--- config.mk ---
export PLATFORM = sky130hd
export DESIGN_NAME = gf_mul_iter_flat
export DESIGN_NICKNAME = d
export VERILOG_FILES = /design/src/rtl/gf_mul_iter_pkg.sv /design/src/rtl/gf_mul_iter_if.sv /design/src/rtl/gf_mul_iter_lane.sv /design/src/rtl/gf_mul_iter.sv /design/src/flat_wrapper.sv
export SDC_FILE = /design/constraint.sdc
export NUM_CORES = 1
export LEC_CHECK = 0
export ABC_AREA = 1
export CAP_MARGIN = 15
export CORE_MARGIN = 10
export CORE_UTILIZATION = 50
export DETAILED_ROUTE_END_ITERATION = 6
export DONT_BUFFER_PORTS = 1
export GPL_TIMING_DRIVEN = 0
export PLACE_DENSITY = 0.67
export RECOVER_POWER = 25
export SYNTH_ARGS = -nofsm -noshare
export SYNTH_HDL_FRONTEND = slang
export SYNTH_HIERARCHICAL = 1
export SYNTH_SLANG_ARGS = --single-unit
--- constraint.sdc ---
create_clock -name clk -period 3.1 [get_ports clk]
set_clock_uncertainty 0.15 [all_clocks]
set_input_delay 0.62 -clock clk [delete_from_list [all_inputs] [get_ports clk]]
set_output_delay 0.62 -clock clk [all_outputs]
set_load 0.1 [all_outputs]
--- src/rtl/gf_mul_iter_pkg.sv ---
// Shared GF(2^8) definitions for the iterative multiplier: AES reduction byte,
// controller state encoding and the xtime (multiply-by-x) helper.
package aes_gf_pkg;

  localparam logic [7:0] AES_POLY = 8'h1B;

  typedef enum logic [1:0] {
    IDLE = 2'd0,
    RUN  = 2'd1,
    DONE = 2'd2
  } state_e;

  // Multiply by x modulo x^8 + poly: shift left, fold the dropped bit back in.
  function automatic logic [7:0] xtime(input logic [7:0] x, input logic [7:0] poly);
    return {x[6:0], 1'b0} ^ (x[7] ? poly : 8'h00);
  endfunction

endpackage

--- src/rtl/gf_mul_iter_if.sv ---
// Operand/result bundle for gf_mul_iter; the master side feeds operands and
// drains products, the slave side is the multiplier.
interface gf_mul_iter_if #(
  parameter int LANES = 4
) ();
  // Both channels are valid/ready: a transfer happens on a rising edge where
  // valid and ready are both high; the source holds payload while valid && !ready.
  logic                 in_valid;
  logic                 in_ready;
  logic [8*LANES-1:0]   a;
  logic [7:0]           b;
  logic                 out_valid;
  logic                 out_ready;
  logic [8*LANES-1:0]   product;
  logic                 busy;

  modport master (
    output in_valid, a, b, out_ready,
    input  in_ready, out_valid, product, busy
  );

  modport slave (
    input  in_valid, a, b, out_ready,
    output in_ready, out_valid, product, busy
  );
endinterface

--- src/rtl/gf_mul_iter_lane.sv ---
// One byte lane of the shift-and-add GF(2^8) multiplier: holds the running
// multiplicand (doubled each step) and the XOR accumulator.
module gf_mul_lane
  import aes_gf_pkg::*;
#(
  parameter logic [7:0] POLY = AES_POLY
) (
  input  logic       clk,
  input  logic       rst,
  input  logic       i_load,
  input  logic       i_step,
  input  logic       i_add,
  input  logic [7:0] i_a,
  output logic [7:0] o_acc_nxt
);

  logic [7:0] r_a;
  logic [7:0] r_acc;

  // Accumulator value after the current step; the top samples it on the last step.
  assign o_acc_nxt = r_acc ^ (i_add ? r_a : 8'h00);

  always_ff @(posedge clk) begin
    if (rst) begin
      r_a   <= 8'h00;
      r_acc <= 8'h00;
    end else if (i_load) begin
      r_a   <= i_a;
      r_acc <= 8'h00;
    end else if (i_step) begin
      r_acc <= o_acc_nxt;
      r_a   <= xtime(r_a, POLY);
    end
  end

endmodule

--- src/rtl/gf_mul_iter.sv ---
// Multi-lane iterative GF(2^8) multiplier: LANES bytes times one shared byte.
// Define GF_MUL_EARLY_DONE_EN to leave RUN as soon as the remaining multiplier is zero.
module gf_mul_iter
  import aes_gf_pkg::*;
#(
  parameter int         LANES = 4,
  parameter logic [7:0] POLY  = AES_POLY
) (
  input  logic   clk,
  input  logic   rst,
  gf_mul_iter_if.slave bus,
  output state_e o_dbg_state
);

  state_e             r_state;
  state_e             w_state_nxt;
  logic [7:0]         r_b;
  logic [2:0]         r_count;
  logic [8*LANES-1:0] r_product;
  logic [8*LANES-1:0] w_acc_nxt;
  logic               w_load;
  logic               w_step;
  logic               w_last;

  assign w_load = (r_state == IDLE) && bus.in_valid;
  assign w_step = (r_state == RUN);

`ifdef GF_MUL_EARLY_DONE_EN
  // Remaining multiplier bits all zero after this shift: nothing left to add.
  assign w_last = (r_b[7:1] == 7'd0);
`else
  assign w_last = (r_count == 3'd7);
`endif

  for (genvar i = 0; i < LANES; i++) begin : g_lane
    gf_mul_lane #(.POLY(POLY)) u_lane (
      .clk       (clk),
      .rst       (rst),
      .i_load    (w_load),
      .i_step    (w_step),
      .i_add     (r_b[0]),
      .i_a       (bus.a[8*i +: 8]),
      .o_acc_nxt (w_acc_nxt[8*i +: 8])
    );
  end

  always_comb begin
    w_state_nxt = r_state;
    case (r_state)
      IDLE:    if (bus.in_valid)  w_state_nxt = RUN;
      RUN:     if (w_last)        w_state_nxt = DONE;
      DONE:    if (bus.out_ready) w_state_nxt = IDLE;
      default: w_state_nxt = IDLE;
    endcase
  end

  always_ff @(posedge clk) begin
    if (rst) begin
      r_state   <= IDLE;
      r_b       <= 8'h00;
      r_count   <= 3'd0;
      r_product <= '0;
    end else begin
      r_state <= w_state_nxt;
      if (w_load) begin
        r_b     <= bus.b;
        r_count <= 3'd0;
      end else if (w_step) begin
        r_b     <= r_b >> 1;
        r_count <= r_count + 3'd1;
        if (w_last) r_product <= w_acc_nxt;
      end
    end
  end

  assign bus.in_ready  = (r_state == IDLE);
  assign bus.out_valid = (r_state == DONE);
  assign bus.busy      = (r_state != IDLE);
  assign bus.product   = r_product;
  assign o_dbg_state   = r_state;

endmodule

--- src/flat_wrapper.sv ---
// flat-port wrapper written by rule: the top's interface ports become plain ports
module gf_mul_iter_flat import aes_gf_pkg::*;
#(
  parameter int         LANES = 4,
  parameter logic [7:0] POLY  = AES_POLY
)
  (clk, rst, o_dbg_state, bus_in_valid, bus_a, bus_b, bus_out_ready, bus_in_ready, bus_out_valid, bus_product, bus_busy);
  gf_mul_iter_if #(.LANES(LANES)) bus_i ();
  input  logic clk;
  input  logic rst;
  output state_e o_dbg_state;
  input wire logic [$bits(bus_i.in_valid)-1:0] bus_in_valid;
  input wire logic [$bits(bus_i.a)-1:0] bus_a;
  input wire logic [$bits(bus_i.b)-1:0] bus_b;
  input wire logic [$bits(bus_i.out_ready)-1:0] bus_out_ready;
  output wire logic [$bits(bus_i.in_ready)-1:0] bus_in_ready;
  output wire logic [$bits(bus_i.out_valid)-1:0] bus_out_valid;
  output wire logic [$bits(bus_i.product)-1:0] bus_product;
  output wire logic [$bits(bus_i.busy)-1:0] bus_busy;
  assign bus_i.in_valid = bus_in_valid;
  assign bus_i.a = bus_a;
  assign bus_i.b = bus_b;
  assign bus_i.out_ready = bus_out_ready;
  assign bus_in_ready = bus_i.in_ready;
  assign bus_out_valid = bus_i.out_valid;
  assign bus_product = bus_i.product;
  assign bus_busy = bus_i.busy;
  gf_mul_iter #(.LANES(LANES), .POLY(POLY)) u_core (.clk(clk), .rst(rst), .bus(bus_i), .o_dbg_state(o_dbg_state));
endmodule
==> out/metrics.csv, run 1 <==
stage;metric;value;unit
run_status;run status;finished, final reports clean;
clock_tree;clock-pin slew on the worst setup and hold paths;100;ps
die;die width;124.0;um
setup_path;WS Path Type;flip-flop to output port;
setup_path;Max stage delay cell, worst path;sky130_fd_sc_hd__dfxtp_2;
clock_tree;Clk Tree Root Cell;sky130_fd_sc_hd__clkbuf_8;
worst_hold_path;worst min-delay path category;input port to flip-flop;
synthesis;number of synthesis warnings;6;
synthesis;share of synthesized area occupied by flip-flops and latches;0.4039;
sta;max-slew headroom at the worst pin;0.2697;
setup_path;data required time at the worst endpoint;2330;ps
sta;Worst Max-Slew Pin Slew;1094;ps
clock_tree;clk_lat worst skew;390;ps
final_layout;share of cells above drive strength 1;0.06452;
synthesis;mapped cell area;5403;um2
global_routing;overall routing resource usage;0.1785;
detailed_routing;number of DRC markers in iteration 0;287;
pwr;leakage power;2.980;nW
place;HPWL after DPL;9624;um
detailed_routing;number of antenna-violating nets in the routed design;0;
final_layout;fin nets;878;
final_layout;Layout fillers;1025;
setup_path;largest stage delay on the critical path;700;ps
synthesis;library cells used by synthesis;23;
setup_path;Critical Path Sink Type;output port;
die;# IOs;81;
setup_path;Worst Setup Start Kind;flip-flop;
die;Initial Utilization;0.5187;
clock_tree;count of H-tree levels built during CTS;3;
pwr;power per unit of standard cell area;487.7;nW/um2
setup_path;Max Fanout on Critical Path;10;
die;core region area;10420;um2
synthesis;count of mapped cells out of synthesis;819;
final_layout;area added between synthesis and finish;5.697;%
synthesis;register bit total from synthesis;109;
sta;Hold Fails Final Rpt;0;
place;RD Place Congestion;0.8442;
final_layout;total inserted antenna cells;0;
detailed_routing;drt pass-1 iters;5;
pwr;IR drop worst, VDD;0.0004245;V
synthesis;post-synthesis net count;865;
detailed_routing;average routed wire per standard cell;13.61;um
final_layout;post-layout utilization of the core;0.5482;
sta;Final TNS setup;0;ps
clock_tree;CTS Buffer Depth;2;
detailed_routing;via total after detailed routing;4941;
global_routing;number of antenna violations at the first check in global routing;0;
place;count of port buffers added during placement;0;
global_routing;first-pass GRT wire length;22180;um
clock_tree;number of buffers created by CTS;9;
detailed_routing;sum of routed wire length over all layers;13240;um
global_routing;vias in the first global route;4720;
global_routing;overflow left after global routing;0;
clock_tree;Sinks on Clock Net;109;
sta;worst hold-check slack;142.7;ps
sta;crit path time final;2868;ps
detailed_routing;Remaining DRCs;0;
sta;setup repair after global routing missed its margin;false;
final_layout;Layout Cell Area excl Fill;5710;um2
sta;Final Max Tran Viols;0;
detailed_routing;DR vias/cell;5.078;
setup_path;crit-path cells;buf_6 -> nor2_8 -> inv_1;
run;count of maximum capacitance violations;0;
clock_tree;TritonCTS clock tree;built;
sta;top achievable clock speed;348.7;MHz
sta;final worst-path cycle share;0.9252;
die;row count;37;
place;DP Area;5619;um2
setup_path;data arrival time of the worst path;2100;ps
die;Die Ht;124.0;um
global_routing;largest net degree at the start of global routing;33;
synthesis;Avg Cell Area, Syn;6.597;um2
clock_tree;buffers inserted during post-CTS setup optimization;0;
pwr;post-layout total power;0.002785;W
die;floorplan die area;15360;um2
sta;final number of setup-violating endpoints;0;
==> cell usage in the layout, fill, tap and decap left out <==
master	instances
sky130_fd_sc_hd__a21oi_1	67
sky130_fd_sc_hd__buf_16	1
sky130_fd_sc_hd__buf_2	4
sky130_fd_sc_hd__buf_4	4
sky130_fd_sc_hd__buf_6	11
sky130_fd_sc_hd__bufinv_16	1
sky130_fd_sc_hd__clkbuf_1	16
sky130_fd_sc_hd__clkbuf_8	10
sky130_fd_sc_hd__clkinv_2	2
sky130_fd_sc_hd__clkinvlp_2	1
sky130_fd_sc_hd__clkinvlp_4	1
sky130_fd_sc_hd__dfxtp_1	108
sky130_fd_sc_hd__dfxtp_2	1
sky130_fd_sc_hd__ha_1	2
sky130_fd_sc_hd__inv_1	133
sky130_fd_sc_hd__inv_2	4
sky130_fd_sc_hd__inv_4	1
sky130_fd_sc_hd__nand2_1	227
sky130_fd_sc_hd__nand2_2	1
sky130_fd_sc_hd__nand3_1	97
sky130_fd_sc_hd__nor2_1	68
sky130_fd_sc_hd__nor2_2	9
sky130_fd_sc_hd__nor2_4	1
sky130_fd_sc_hd__nor2_8	1
sky130_fd_sc_hd__o21ai_0	46
sky130_fd_sc_hd__o21ai_1	18
sky130_fd_sc_hd__o21ai_2	1
sky130_fd_sc_hd__xor2_1	1
==> flip-flops by register name, indices dropped and copies added, names as in the netlist <==
signal and flops:
u_core/g_lane.u_lane/r_a 32, u_core/bus.product 32, u_core/r_b 8, u_core/o_dbg_state 2, u_core/r_count 3, u_core/g_lane.u_lane/r_acc 32
==> cell usage after synthesis <==
library cell	n	area, um2
sky130_fd_sc_hd__a21oi_1	67	335.3
sky130_fd_sc_hd__ha_1	2	25.02
sky130_fd_sc_hd__nor2_2	9	56.30
sky130_fd_sc_hd__o21ai_2	1	8.760
sky130_fd_sc_hd__buf_6	12	135.1
sky130_fd_sc_hd__o21ai_0	41	205.2
sky130_fd_sc_hd__nand2_2	1	6.260
sky130_fd_sc_hd__o21ai_1	23	115.1
sky130_fd_sc_hd__buf_4	4	30.03
sky130_fd_sc_hd__clkbuf_1	9	33.78
sky130_fd_sc_hd__nor2_1	68	255.2
sky130_fd_sc_hd__inv_4	1	6.260
sky130_fd_sc_hd__buf_12	3	60.06
sky130_fd_sc_hd__nand2_1	226	848.3
sky130_fd_sc_hd__dfxtp_1	109	2182
sky130_fd_sc_hd__inv_1	133	499.2
sky130_fd_sc_hd__nand3_1	97	485.5
sky130_fd_sc_hd__buf_2	4	20.02
sky130_fd_sc_hd__nand2_8	1	20.02
sky130_fd_sc_hd__inv_2	4	15.01
sky130_fd_sc_hd__xor2_1	1	8.760
sky130_fd_sc_hd__inv_8	1	11.26
sky130_fd_sc_hd__nor2_8	2	40.04
==> routing by layer <==
metal / global-route usage / share of wire / wire [um]
met2: 0.3036 / 0.49 / 6430
met5: 0 / 0 / 0
met3: 0.07285 / 0.083 / 1093
met1: 0.2023 / 0.42 / 5604
met4: 0.05036 / 0.0087 / 115
==> final cells by class <==
class | count | area (um2) | area share
multi-input cells | 539 | 2385 | 0.4176
flip-flops and latches | 109 | 2183 | 0.3823
inverters | 139 | 525.5 | 0.09202
plain buffers | 32 | 215.2 | 0.03769
well taps | 136 | 170.2 | 0.02980
clock buffers | 12 | 145.1 | 0.02542
clock inverters | 4 | 47.55 | 0.008326
repair buffers | 2 | 38.79 | 0.006792
==> kinds of logic after synthesis <==
logic type               Yosys count  synth area share
AO/OA/AOI/OAI                    132            0.1230
XOR/XNOR                           1          0.001621
adder cells (fa/ha/maj)            2          0.004631
buffers and inverters            171            0.1501
flip-flops                       109            0.4039
AND/OR/NAND/NOR                  404            0.3168
==> timing repair <==
item,in CTS,in global routing
hold buffers,0,0
resized for setup,1,0
setup endpoints to repair,34,0
==> stage by stage <==
stage,instances,setup WS (ps)
finish,973,231.9
global route,973,160.7
CTS,973,140.3
detailed placement,957,-38.78
global placement,955,-561.4
floorplan,819,138.1
==> report_power, final <==
part / internal [W] / total [W] / switching [W] / leakage (nW)
registers: 0.00146 / 0.00153 / 0.0000612 / 0.889
logic: 0.000126 / 0.000394 / 0.000268 / 1.99
clock network: 0.000394 / 0.000865 / 0.000471 / 0.0964
==> final timing paths <==
check	end	cells past startpoint	startpoint	slack, ps
worst max-delay path	bus_busy	3	u_core/o_dbg_state[0]$_SDFFE_PP0P_	230
worst min-delay path	u_core/g_lane[3].u_lane/r_a[1]$_SDFFE_PP0P_	1	rst	140
worst min register to register	u_core/r_b[4]$_SDFFE_PP0P_	2	u_core/r_b[4]$_SDFFE_PP0P_	330
worst max register to register	u_core/g_lane[3].u_lane/r_acc[7]$_SDFFE_PP0P_	10	u_core/o_dbg_state[1]$_SDFFE_PP0P_	320
==> worst max-delay path, delay by kind of cell (launching register included) <==
kind | cells | cell delay [ps]
buffers and inverters | 2 | 880
and+or+nand+nor | 1 | 110
DFF | 1 | 700
Power figures use the tool's default switching activity.
==> inputs of run 2 (changes only) <==
==> constraint.sdc (replaced) <==
create_clock -name clk -period 3.1 [get_ports clk]
set_clock_uncertainty 0.15 [all_clocks]
set_input_delay 0 -clock clk [delete_from_list [all_inputs] [get_ports clk]]
set_output_delay 0 -clock clk [all_outputs]
set_load 0.1 [all_outputs]
==> run 2 against run 1 <==
  * Hold slack better by 32 ps
  * Largest cell class unchanged
  * Critical path depth grew 5
  * Fmax up 1.2%
  * Sequential share of layout area decreased by 3.7 points
  * Largest power group unchanged
  * Non-clock buffer count rose by 50
  * Core utilization is 5.8 points higher
==> out/metrics.csv, run 2 (synthesis gave the netlist of run 1 again) <==
stage;metric;value;unit;change
clock_tree;TritonCTS clock tree;built;;unchanged
sta;Final TNS setup;0;ps;unchanged
die;row count;37;;unchanged
pwr;fraction of power consumed by sequential logic;0.538;;was 0.548
setup_path;Max Fanout on Critical Path;10;;unchanged
die;die width;124.0;um;unchanged
detailed_routing;DR vias/cell;5.019;;was 5.078
final_layout;area added between synthesis and finish;16.86;%;was 5.697%
pwr;fraction of power consumed by combinational cells;0.160;;was 0.142
setup_path;Worst Setup Start Kind;flip-flop;;unchanged
detailed_routing;number of DRC markers in iteration 0;286;;was 287
run_status;run status;finished, final reports clean;;unchanged
run;count of maximum capacitance violations;0;;unchanged
sta;worst hold-check slack;175.1;ps;was 142.7 ps
global_routing;overflow left after global routing;0;;unchanged
sta;max-slew headroom at the worst pin;0.2670;;was 0.2697
pwr;leakage power;3.244;nW;was 2.980 nW
clock_tree;count of H-tree levels built during CTS;3;;unchanged
final_layout;total inserted antenna cells;0;;unchanged
pwr;Clock Power Share;0.302;;was 0.311
global_routing;first-pass GRT wire length;23560;um;was 22180 um
sta;setup repair after global routing missed its margin;false;;unchanged
setup_path;data required time at the worst endpoint;3170;ps;was 2330 ps
sta;Worst Max-Slew Pin Slew;1098;ps;was 1094 ps
global_routing;vias in the first global route;5025;;was 4720
clock_tree;number of buffers created by CTS;9;;unchanged
die;# IOs;81;;unchanged
final_layout;commonest non-fill, non-tap cells in the layout;226 x sky130_fd_sc_hd__nand2_1, 133 x sky130_fd_sc_hd__inv_1, 108 x sky130_fd_sc_hd__dfxtp_1;;was 227 x sky130_fd_sc_hd__nand2_1, 133 x sky130_fd_sc_hd__inv_1, 108 x sky130_fd_sc_hd__dfxtp_1
clock_tree;Sinks on Clock Net;109;;unchanged
detailed_routing;drt pass-1 iters;5;;unchanged
detailed_routing;via total after detailed routing;5134;;was 4941
sta;crit path time final;2833;ps;was 2868 ps
place;RD Place Congestion;0.8442;;unchanged
clock_tree;Clk Tree Root Cell;sky130_fd_sc_hd__clkbuf_8;;unchanged
place;count of port buffers added during placement;0;;unchanged
setup_path;data arrival time of the worst path;2900;ps;was 2100 ps
sta;Final Max Tran Viols;0;;unchanged
die;Die Ht;124.0;um;unchanged
global_routing;number of antenna violations at the first check in global routing;0;;unchanged
detailed_routing;sum of routed wire length over all layers;13730;um;was 13240 um
sta;top achievable clock speed;353.0;MHz;was 348.7 MHz
sta;Hold Fails Final Rpt;0;;unchanged
sta;final number of setup-violating endpoints;0;;unchanged
pwr;power per unit of standard cell area;449.8;nW/um2;was 487.7 nW/um2
detailed_routing;number of antenna-violating nets in the routed design;0;;unchanged
clock_tree;clock-pin slew on the worst setup and hold paths;100;ps;about the same
die;floorplan die area;15360;um2;unchanged
final_layout;fin nets;928;;was 878
worst_hold_path;worst min-delay path category;input port to flip-flop;;unchanged
final_layout;share of cells above drive strength 1;0.06877;;was 0.06452
clock_tree;clk_lat worst skew;380;ps;was 390 ps
setup_path;Critical Path Sink Type;flip-flop;;was output port
detailed_routing;average routed wire per standard cell;13.42;um;was 13.61 um
setup_path;WS Path Type;flip-flop to flip-flop;;was flip-flop to output port
clock_tree;buffers inserted during post-CTS setup optimization;0;;unchanged
setup_path;depth of the most critical reg-to-reg path;8;;was 10
pwr;internal power component;0.002028;W;was 0.001984 W
worst_hold_path;Hold Path Stages;4;;was 1
die;Initial Utilization;0.5187;;unchanged
global_routing;overall routing resource usage;0.1886;;was 0.1785
die;core region area;10420;um2;unchanged
detailed_routing;Remaining DRCs;0;;unchanged
clock_tree;CTS Buffer Depth;2;;unchanged
global_routing;largest net degree at the start of global routing;33;;unchanged
pwr;proportion of total power due to net switching;0.2858;;was 0.2874
place;HPWL after DPL;9624;um;unchanged
pwr;IR drop worst, VDD;0.0004208;V;was 0.0004245 V
final_layout;most common cell after layout, fill and taps aside;sky130_fd_sc_hd__nand2_1;;unchanged
sta;final worst-path cycle share;0.9139;;was 0.9252
pwr;power spent charging and discharging nets;0.0008117;W;was 0.0008005 W
-- run 2: what timing repair did --
item | 4_1_cts | 5_1_grt
resized for setup | 1 | 0
hold buffers | 50 | 0
hold endpoints to repair | 91 | 0
setup endpoints to repair | 32 | 0
-- run 2: routing by layer --
| layer | vias up | global-route usage | wire length [um] |
|---|---|---|---|
| met4 | 0 | 0.05971 | 155 |
| met5 | - | 0 | 0 |
| met1 | 2358 | 0.2146 | 5933 |
| met2 | 98 | 0.3258 | 6739 |
| li1 | 2668 | - | - |
| met3 | 10 | 0.06471 | 904 |
-- run 2: layout make-up --
class	count	area, um2
well taps	136	170.2
fillers	947	4103
plain buffers	32	279.0
multi-input cells	539	2417
flip-flops and latches	109	2183
repair buffers	52	539.3
inverters	139	531.8
clock inverters	4	47.55
clock buffers	12	145.1
-- run 2: path summary, 6_finish.rpt --
kind | from | to | slack, ps
worst max-delay path | u_core/o_dbg_state[0]$_SDFFE_PP0P_ | u_core/g_lane[1].u_lane/r_a[4]$_SDFFE_PP0P_ | 270
worst min-delay path | bus_out_ready | u_core/o_dbg_state[1]$_SDFFE_PP0P_ | 180
worst max register to register | u_core/o_dbg_state[0]$_SDFFE_PP0P_ | u_core/g_lane[1].u_lane/r_a[4]$_SDFFE_PP0P_ | 270
worst min register to register | u_core/r_b[4]$_SDFFE_PP0P_ | u_core/r_b[4]$_SDFFE_PP0P_ | 330
-- run 2: power by group through the flow --
stage	clock network (W)	logic [W]	registers (W)
finish	0.000858	0.000455	0.00153
global route	0.000946	0.000516	0.00154
CTS	0.000895	0.000451	0.00153
detailed placement	0	0.000394	0.00156
global placement	0	0.000381	0.00155
floorplan	0	0.000319	0.00154
-- run 2: metrics by stage --
stage | total power (W) | setup WS [ps] | std cells | utilization | cell area, um2
after floorplan | 0.001861 | 138.1 | 819 | - | 5405
after global placement | 0.001936 | -561.4 | 955 | 0.5353 | 5575
after detailed placement | 0.001952 | -38.78 | 957 | 0.5395 | 5619
after CTS | 0.002872 | 280.1 | 1023 | 0.6061 | 6314
after global routing | 0.003000 | 133.0 | 1023 | 0.6061 | 6314
final | 0.002840 | 267.0 | 1023 | 0.6061 | 6314
-- run 2: critical path: stages, from the launching register on --
cell                      delay [ps]
sky130_fd_sc_hd__dfxtp_2         540
sky130_fd_sc_hd__buf_6           260
sky130_fd_sc_hd__nor2_8          390
sky130_fd_sc_hd__nand2_2         250
sky130_fd_sc_hd__inv_1           380
sky130_fd_sc_hd__buf_2           300
sky130_fd_sc_hd__nor2_2          110
sky130_fd_sc_hd__a21oi_1         200
sky130_fd_sc_hd__a21oi_1          80
